`config.mk`:
```
export PLATFORM = sky130hd
export DESIGN_NAME = led_band_fc_sequencer
export DESIGN_NICKNAME = d
export VERILOG_FILES = /design/src/rtl/led_band_pkg.sv /design/src/rtl/led_sclk_gen.sv /design/src/rtl/led_band_fc_sequencer.sv
export SDC_FILE = /design/constraint.sdc
export NUM_CORES = 1
export LEC_CHECK = 0
export ABC_CLOCK_PERIOD_IN_PS = 3800
export CORE_UTILIZATION = 57
export DETAILED_ROUTE_END_ITERATION = 10
export HOLD_SLACK_MARGIN = 0.03
export PLACE_DENSITY_LB_ADDON = 0.15
export SLEW_MARGIN = 15
export SYNTH_ARGS = -nofsm -noshare
export SYNTH_HDL_FRONTEND = slang
export SYNTH_SLANG_ARGS = --single-unit
```
`constraint.sdc`:
```
create_clock -name clk -period 3.8 [get_ports clk]
set_clock_uncertainty 0.05 [all_clocks]
set_input_delay 0.76 -clock clk [delete_from_list [all_inputs] [get_ports clk]]
set_output_delay 0.76 -clock clk [all_outputs]
set_load 0.01 [all_outputs]
```
`src/rtl/led_band_pkg.sv`:
```
// Shared constants, state type and phase-length helper for the LED band
// function-control write sequencer.
package led_band_pkg;

    localparam int unsigned FCWRTEN_EDGES = 15;
    localparam int unsigned FC_WIDTH      = 48;
    localparam int unsigned WRTFC_EDGES   = 5;
    localparam int unsigned EDGE_CNT_W    = 6;

    typedef enum logic [1:0] {
        IDLE = 2'd0,
        EN   = 2'd1,
        DATA = 2'd2,
        WR   = 2'd3
    } fc_seq_state_t;

    // Number of SCLK rising edges that make up each phase of the FC write.
    function automatic logic [EDGE_CNT_W-1:0] phase_edges(input fc_seq_state_t st);
        logic [EDGE_CNT_W-1:0] edges;
        case (st)
            EN:      edges = EDGE_CNT_W'(FCWRTEN_EDGES);
            DATA:    edges = EDGE_CNT_W'(FC_WIDTH);
            WR:      edges = EDGE_CNT_W'(WRTFC_EDGES);
            default: edges = {EDGE_CNT_W{1'b0}};
        endcase
        return edges;
    endfunction

endpackage

```
`src/rtl/led_sclk_gen.sv`:
```
// Free-running SCLK divider for the FC sequence; strobes flag the clk edge at
// which sclk is about to rise or fall.
module led_sclk_gen
    import led_band_pkg::*;
#(
    parameter int unsigned SCLK_HALF = 2
) (
    input  logic clk,
    input  logic rst_n,
    input  logic run,
    output logic sclk,
    output logic rise_stb,
    output logic fall_stb
);

    localparam int unsigned CNT_W = (SCLK_HALF > 1) ? $clog2(SCLK_HALF) : 1;
    localparam logic [CNT_W-1:0] HALF_LAST = CNT_W'(SCLK_HALF - 1);

    logic [CNT_W-1:0] half_cnt_r;
    logic             sclk_r;
    logic             wrap_s;

    // Half-period terminal count decides the toggle edge.
    always_comb begin
        wrap_s   = run && (half_cnt_r == HALF_LAST);
        rise_stb = wrap_s && !sclk_r;
        fall_stb = wrap_s && sclk_r;
    end

    // Divider state; sclk parks low whenever the sequence is not running.
    always_ff @(posedge clk or negedge rst_n) begin
        if (!rst_n) begin
            half_cnt_r <= {CNT_W{1'b0}};
            sclk_r     <= 1'b0;
        end else if (!run) begin
            half_cnt_r <= {CNT_W{1'b0}};
            sclk_r     <= 1'b0;
        end else if (wrap_s) begin
            half_cnt_r <= {CNT_W{1'b0}};
            sclk_r     <= ~sclk_r;
        end else begin
            half_cnt_r <= half_cnt_r + CNT_W'(1);
            sclk_r     <= sclk_r;
        end
    end

    assign sclk = sclk_r;

endmodule

```
`src/rtl/led_band_fc_sequencer.sv`:
```
// Arbitrates SCLK/LAT between the grayscale streamer and the FC register write
// sequence (FCWRTEN, 48-bit shift, WRTFC) for one LED band.
module led_band_fc_sequencer
    import led_band_pkg::*;
#(
    parameter int unsigned SCLK_HALF     = 2,
    parameter bit          INIT_ON_RESET = 1'b1
) (
    input  logic clk,
    input  logic rst_n,
    input  logic fc_start,
    input  logic gs_busy,
    input  logic gs_sclk,
    input  logic gs_lat,
    output logic gs_hold,
    output logic busy,
    output logic done,
    output logic SCLK,
    output logic LAT
);

    fc_seq_state_t         state_r, state_nxt_s;
    logic [EDGE_CNT_W-1:0] edge_cnt_r, edge_cnt_nxt_s;
    logic                  pending_r, pending_nxt_s;
    logic                  sclk_r, sclk_nxt_s;
    logic                  lat_r, lat_nxt_s;
    logic                  busy_r, busy_nxt_s;
    logic                  done_r, done_nxt_s;
    logic                  hold_r, hold_nxt_s;
    logic                  enter_en_s;
    logic                  phase_end_s;
    logic                  gen_run_s;
    logic                  gen_sclk_s;
    logic                  rise_s;
    logic                  fall_s;

    assign gen_run_s = (state_r != IDLE);

    led_sclk_gen #(
        .SCLK_HALF (SCLK_HALF)
    ) u_sclk_gen (
        .clk      (clk),
        .rst_n    (rst_n),
        .run      (gen_run_s),
        .sclk     (gen_sclk_s),
        .rise_stb (rise_s),
        .fall_stb (fall_s)
    );

    // Next-state, edge counting and next output values.
    always_comb begin
        state_nxt_s    = state_r;
        edge_cnt_nxt_s = edge_cnt_r + (rise_s ? EDGE_CNT_W'(1) : EDGE_CNT_W'(0));
        sclk_nxt_s     = gen_sclk_s ^ (rise_s | fall_s);
        lat_nxt_s      = lat_r;
        done_nxt_s     = 1'b0;
        enter_en_s     = 1'b0;
        // LAT only ever moves on the falling SCLK transition that closes a phase.
        phase_end_s    = fall_s && (edge_cnt_r == phase_edges(state_r));

        case (state_r)
            IDLE: begin
                edge_cnt_nxt_s = {EDGE_CNT_W{1'b0}};
                if (pending_r && !gs_busy) begin
                    state_nxt_s = EN;
                    sclk_nxt_s  = 1'b0;
                    lat_nxt_s   = 1'b1;
                    enter_en_s  = 1'b1;
                end else begin
                    sclk_nxt_s  = gs_sclk;
                    lat_nxt_s   = gs_lat;
                end
            end
            EN: begin
                if (phase_end_s) begin
                    state_nxt_s    = DATA;
                    lat_nxt_s      = 1'b0;
                    edge_cnt_nxt_s = {EDGE_CNT_W{1'b0}};
                end else begin
                    state_nxt_s    = EN;
                end
            end
            DATA: begin
                if (phase_end_s) begin
                    state_nxt_s    = WR;
                    lat_nxt_s      = 1'b1;
                    edge_cnt_nxt_s = {EDGE_CNT_W{1'b0}};
                end else begin
                    state_nxt_s    = DATA;
                end
            end
            WR: begin
                if (phase_end_s) begin
                    state_nxt_s    = IDLE;
                    lat_nxt_s      = 1'b0;
                    sclk_nxt_s     = 1'b0;
                    done_nxt_s     = 1'b1;
                    edge_cnt_nxt_s = {EDGE_CNT_W{1'b0}};
                end else begin
                    state_nxt_s    = WR;
                end
            end
            default: begin
                state_nxt_s    = IDLE;
                sclk_nxt_s     = 1'b0;
                lat_nxt_s      = 1'b0;
                edge_cnt_nxt_s = {EDGE_CNT_W{1'b0}};
            end
        endcase

        // A request arriving while the sequence starts is kept for a re-run.
        pending_nxt_s = fc_start || (pending_r && !enter_en_s);
        busy_nxt_s    = (state_nxt_s != IDLE);
        hold_nxt_s    = pending_nxt_s || busy_nxt_s;
    end

    // State and registered outputs.
    always_ff @(posedge clk or negedge rst_n) begin
        if (!rst_n) begin
            state_r    <= IDLE;
            edge_cnt_r <= {EDGE_CNT_W{1'b0}};
            pending_r  <= INIT_ON_RESET;
            sclk_r     <= 1'b0;
            lat_r      <= 1'b0;
            busy_r     <= 1'b0;
            done_r     <= 1'b0;
            hold_r     <= INIT_ON_RESET;
        end else begin
            state_r    <= state_nxt_s;
            edge_cnt_r <= edge_cnt_nxt_s;
            pending_r  <= pending_nxt_s;
            sclk_r     <= sclk_nxt_s;
            lat_r      <= lat_nxt_s;
            busy_r     <= busy_nxt_s;
            done_r     <= done_nxt_s;
            hold_r     <= hold_nxt_s;
        end
    end

    assign SCLK    = sclk_r;
    assign LAT     = lat_r;
    assign busy    = busy_r;
    assign done    = done_r;
    assign gs_hold = hold_r;

endmodule

```
==> flow_summary_export.csv, run 1 <==
group,metric,value,unit
status,outcome,"finished clean",
layout,insertedDiodeCount,0,
routing,top_layer,"met4",
sta,fmax,0.422,GHz
grt,grt_pass1_vias,632,
die,fp.dieW,42,um
critical_path,max_stage_delay,450,ps
clock_tree,cts_buffer_depth,2,
clock_tree,root_buffer,"clkbuf_4",
routing,vias_per_cell,5.50,
critical_path,crit_arrival,2500,ps
flow_run,max-cap-violations,0,
hold_path,hold_class,"flip-flop to flip-flop",
grt,track_usage,19.6,%
die,start_util,60.5,%
pwr,irDropWorstVdd,0.456,mV
die,core_area,1510,um2
clock_tree,clk_pin_slew_worst_paths,100,ps
routing,wl_met2,754,um
yosys,synth.distinct_cells,28,
routing,drcViolationCount,0,
layout,area_delta_synth_final,16.7,%
die,io_pins,11,
routing,firstDrtPassIters,4,
clock_tree,post_cts_buffers,0,
yosys,synth_seq_cells,16,
sta,slew_violations,0,
layout,mostFrequentLayoutCells,"dfrtp_1, nor2_1, inv_1",
yosys,syn_area,912,um2
clock_tree,cts_sinks,16,
die,rows,14,
placement,gp_congestion,0.832,
critical_path,worst-path-buf-inv,0,
placement,numPortBuffers,10,
yosys,yosys_warnings,0,
yosys,synth_nets,104,
yosys,synth_cells,89,
critical_path,cpMaxStageDelayCell,"dfrtp_1",
layout,fin_cells,118,
routing,vias,649,
layout,fin_nets,118,
routing,avgRoutedWirePerCell,13.1,um
critical_path,startpoint_type,"flip-flop",
sta,finalCritPeriodShare,62.4,%
critical_path,path_class,"flip-flop to flip-flop",
grt,antenna_found_initial,0,
sta,relSlewSlack,54.9,%
pwr,power,0.802,mW
sta,period_needed,2370,ps
clock_tree,cts_buffers,3,
routing,wirelength,1540,um
layout,layout_commonest_cell,"dfrtp_1",
sta,tightestPinTransition,674,ps
pwr,p_leak,0.502,nW
sta,holdWs,411,ps
critical_path,endpoint_kind,"flip-flop",
routing,wl_met3,62,um
grt,gr-total-overflow,0,
pwr,powerDensity,754,nW/um2
sta,timing.final.ws_setup,1430,ps
clock_tree,postCtsHoldBufs,0,
layout,final_util,70.7,%
routing,drt_iter0_drc,10,
clock_tree,cts_tree,"yes",
clock_tree,cts.htree.levels,1,
layout,drive_above_1_share,12.7,%
die,dieArea,1760,um2
sta,finalSetupTns,0,ps
sta,setup_viol,0,
clock_tree,clock_latency,280,ps
critical_path,cpLargestDelayFamily,"compound AO/OA/AOI/OAI gates",
critical_path,cp_max_fo,7,
critical_path,path_cells,"ha_1 -> or3_4 -> a2111oi_4 -> o21ai_4 -> mux2i_1 -> a221o_2",
grt,grt_max_degree,17,
yosys,ys_seq_area_share,44.2,%
critical_path,worstPathRequired,3930,ps
yosys,syn_avg_cell_area,10.2,um2
layout,final_area,1060,um2
routing,wl_met1,704,um
sta,rsz0062_at_grt,"false",
routing,antenna_left,0,
die,die_h,42,um
grt,grt_pass1_wl,2650,um
sta,hold_viol,0,
placement,dpl.cell_count,114,
clock_tree,cts_resized,0,
placement,dp.final_hpwl,1180,um
placement,post_dp_cell_area,1030,um2
placement,preCtsSetupSlack,1470,ps
[flip-flops by register name (all words and copies together) (netlist names)]
register,count
busy,1
done,1
u_sclk_gen.sclk,1
LAT,1
u_sclk_gen.half_cnt_r,1
pending_r,1
SCLK,1
state_r,2
edge_cnt_r,6
gs_hold,1
[path summary, 6_finish.rpt]
kind / cells after the start / endpoint / slack (ps) / start
min in group asynchronous: 1 / edge_cnt_r[2]$_DFF_PN0_ / 830 / rst_n
max in group asynchronous: 1 / u_sclk_gen.half_cnt_r$_DFF_PN0_ / 2440 / rst_n
worst max-delay path: 6 / LAT$_DFFE_PN0P_ / 1430 / state_r[0]$_DFF_PN0_
worst min-delay path: 1 / u_sclk_gen.half_cnt_r$_DFF_PN0_ / 410 / u_sclk_gen.half_cnt_r$_DFF_PN0_
worst max register to register: 6 / LAT$_DFFE_PN0P_ / 1430 / state_r[0]$_DFF_PN0_
worst min register to register: 1 / u_sclk_gen.half_cnt_r$_DFF_PN0_ / 410 / u_sclk_gen.half_cnt_r$_DFF_PN0_
[layout make-up]
class,instances,area (um2)
fill,113,442
sequential,16,403
inverter,11,41.3
multi-input combinational,61,464
timing repair buffer,10,100
tap,16,20.0
clock buffer,4,36.3
[worst reg2reg max path: stages (launching register included)]
cell and delay, ps:
dfrtp_1 450, ha_1 300, or3_4 420, a2111oi_4 440, o21ai_4 140, mux2i_1 140, a221o_2 330
[kinds of logic after synthesis]
logic type / Yosys count / synth area share (%)
buffers and inverters: 12 / 4.94
muxes: 2 / 2.74
DFF: 16 / 44.2
and+or+nand+nor: 30 / 16.1
AOI/OAI and AO/OA: 15 / 15.0
xor gates and xnor gates: 5 / 4.80
adders and majority gates: 9 / 12.3
[layer usage]
layer / vias to the layer above / global-route usage [%]
li1: 323 / -
met1: 305 / 25.0
met3: 4 / 3.02
met2: 17 / 33.4
met4: 0 / 7.10
met5: - / 0
[Yosys cell counts (all sizes together)]
master | instances | area share (%)
o21ai | 4 | 3.4
a2111oi | 1 | 3.0
or3 | 3 | 2.7
dfrtp | 14 | 38
a21boi | 1 | 1.2
a21oi | 3 | 1.6
nand3 | 5 | 2.7
xnor2 | 3 | 2.9
a211o | 1 | 0.96
nor2b | 1 | 0.69
mux2i | 1 | 1.1
a221o | 1 | 1.2
dfstp | 2 | 5.8
nand2b | 3 | 2.1
nor2 | 13 | 5.4
ha | 9 | 12
clkbuf | 1 | 0.41
mux2 | 1 | 1.6
xor2 | 2 | 1.9
o32ai | 2 | 1.9
o22ai | 1 | 0.69
a21o | 1 | 0.82
nand2 | 4 | 1.6
nand3b | 1 | 0.82
inv | 11 | 4.5
[power breakdown]
part / switching (mW) / internal [mW] / leakage [nW]
Combinational: 0.218 / 0.202 / 0.281
Sequential: 0.0436 / 0.226 / 0.201
Clock: 0.0542 / 0.0583 / 0.0210
(Power assumes the default switching activity.)
==> inputs of run 2 (changes only) <==
ABC_CLOCK_PERIOD_IN_PS = 2100   (was 3800)
CORE_UTILIZATION = 48   (was 57)
clock period = 2.1 ns   (was 3.8 ns; I/O delays follow)
==> run 2 against run 1 <==
Effect of this change: the flow now finishes with violations (negative setup slack); critical endpoint unchanged; combinational power up 120%; clock power rose by 90%; register-to-register slack got worse by 1500 ps; die area grew 18%; largest power group unchanged; sequential power rose by 82%; design area grew 11%; first-iteration DRC count decreased by 50%; final cell count grew 17%; global-route usage is 0.47 points higher; fmax is 10% higher; total power increased by 100%; core utilization fell by 2.8 points.
==> flow_summary_export.csv, run 2 (synthesis gave the netlist of run 1 again) <==
group,metric,value,unit
die,core_area,1750,um2
routing,drcViolationCount,0,
routing,drt_iter0_drc,5,
die,io_pins,11,
grt,grt_pass1_vias,692,
sta,finalCritPeriodShare,102,%
die,start_util,52.3,%
critical_path,max_stage_delay,450,ps
clock_tree,cts_buffers,3,
clock_tree,clock_latency,300,ps
grt,track_usage,20.0,%
clock_tree,cts_sinks,16,
grt,antenna_found_initial,0,
critical_path,worstPathRequired,2250,ps
critical_path,regToRegEndpoint,"LAT$_DFFE_PN0P_",
die,dieArea,2080,um2
sta,relSlewSlack,75.8,%
placement,gp_congestion,0.881,
critical_path,cpMaxStageDelayCell,"dfrtp_2",
critical_path,r2r_slack,-50,ps
grt,grt_max_degree,17,
layout,final_area,1180,um2
sta,period_needed,2150,ps
pwr,powerDensity,1370,nW/um2
placement,preCtsSetupSlack,-29.6,ps
grt,gr-total-overflow,0,
sta,hold_viol,0,
sta,setup_viol,4,
grt,grt_pass1_wl,2880,um
critical_path,path_cells,"ha_4 -> or3_4 -> a2111oi_4 -> o21ai_4 -> buf_4 -> a221o_2",
critical_path,worst-path-buf-inv,1,
status,outcome,"finished with violations",
sta,tightestPinTransition,363,ps
clock_tree,root_buffer,"clkbuf_4",
routing,wirelength,1760,um
status,violations,"negative setup slack",
hold_path,hold_class,"primary input to async pin",
layout,final_util,67.9,%
layout,largest_register_ffs,6,
pwr,p_leak,0.558,nW
pwr,irDropWorstVdd,0.843,mV
clock_tree,cts_buffer_depth,2,
sta,finalSetupTns,-147,ps
placement,dp.final_hpwl,1360,um
critical_path,cpLargestDelayFamily,"compound AO/OA/AOI/OAI gates",
layout,top_regs,"edge_cnt_r (6), state_r (2)",
placement,numPortBuffers,10,
critical_path,timing.rr.start,"state_r[0]$_DFF_PN0_",
layout,area_delta_synth_final,29.9,%
flow_run,max-cap-violations,0,
critical_path,startpoint_type,"flip-flop",
critical_path,cp_max_fo,6,
sta,slew_violations,0,
layout,drive_above_1_share,24.8,%
layout,fin_cells,138,
clock_tree,cts.htree.levels,1,
routing,vias_per_cell,5.02,
routing,vias,693,
layout,insertedDiodeCount,0,
critical_path,reg2regPathDepth,6,
die,rows,15,
die,die_h,45.6,um
critical_path,endpoint_kind,"flip-flop",
routing,firstDrtPassIters,2,
die,fp.dieW,45.6,um
critical_path,crit_arrival,2300,ps
layout,fin_nets,129,
placement,post_dp_cell_area,1120,um2
routing,avgRoutedWirePerCell,12.8,um
routing,antenna_left,0,
sta,rsz0062_at_grt,"true",
clock_tree,clk_pin_slew_worst_paths,100,ps
layout,top_register,"edge_cnt_r",
critical_path,path_class,"flip-flop to flip-flop",
layout,mostFrequentLayoutCells,"dfrtp_1, nor2_1, inv_1, buf_4, clkdlybuf4s50_1",
sta,holdWs,376,ps
sta,fmax,0.465,GHz
clock_tree,cts_tree,"yes",
pwr,power,1.62,mW
sta,timing.final.ws_setup,-49.3,ps
placement,dpl.cell_count,131,
==> run 2: cell types whose count changed in the layout (fill, tap and decap cells not counted) <==
cell	delta
a21boi_2	-1
a21boi_4	+1
buf_4	+11
dfrtp_1	-1
dfrtp_2	+1
ha_1	-1
ha_4	+1
nand2b_1	-1
nand2b_2	+1
nor2b_1	-1
nor2b_2	+1
==> run 2: worst max path at each step <==
| stage | start | to | slack, ps | cells after the start |
|---|---|---|---|---|
| after floorplan | state_r[0]$_DFF_PN0_ | LAT$_DFFE_PN0P_ | 0.5 | 6 |
| after global placement | state_r[0]$_DFF_PN0_ | LAT$_DFFE_PN0P_ | 4 | 7 |
| after detailed placement | state_r[0]$_DFF_PN0_ | LAT$_DFFE_PN0P_ | -30 | 6 |
| after CTS | state_r[0]$_DFF_PN0_ | LAT$_DFFE_PN0P_ | -40 | 6 |
| after global routing | state_r[0]$_DFF_PN0_ | LAT$_DFFE_PN0P_ | -100 | 6 |
| final | state_r[0]$_DFF_PN0_ | LAT$_DFFE_PN0P_ | -50 | 6 |
==> run 2: what timing repair did <==
item                       CTS  global route
pin swaps                    1             5
cloned                       0             0
buffers inserted             0             3
resized for setup            0             3
hold buffers                 0             0
setup endpoints to repair    1            12
==> run 2: cell type report <==
cell class / count / area (um2)
Fill cell: 140 / 561
Inverter: 11 / 41.3
Timing Repair Buffer: 21 / 183
Clock buffer: 4 / 36.3
Sequential cell: 16 / 404
Tap cell: 25 / 31.3
Multi-Input combinational cell: 61 / 489
==> run 2: power breakdown <==
| group | internal, mW | total (mW) | switching (mW) |
|---|---|---|---|
| Combinational | 0.481 | 0.919 | 0.439 |
| Clock | 0.106 | 0.213 | 0.107 |
| Sequential | 0.412 | 0.491 | 0.0793 |
==> run 2: metal layers <==
metal | GRT usage [%] | up-vias | part of all wire (%)
li1 | - | 349 | -
met1 | 24.2 | 327 | 44
met2 | 33.4 | 12 | 52
met3 | 2.38 | 5 | 2.2
met4 | 12.7 | 0 | 2.6
met5 | 0 | - | 0
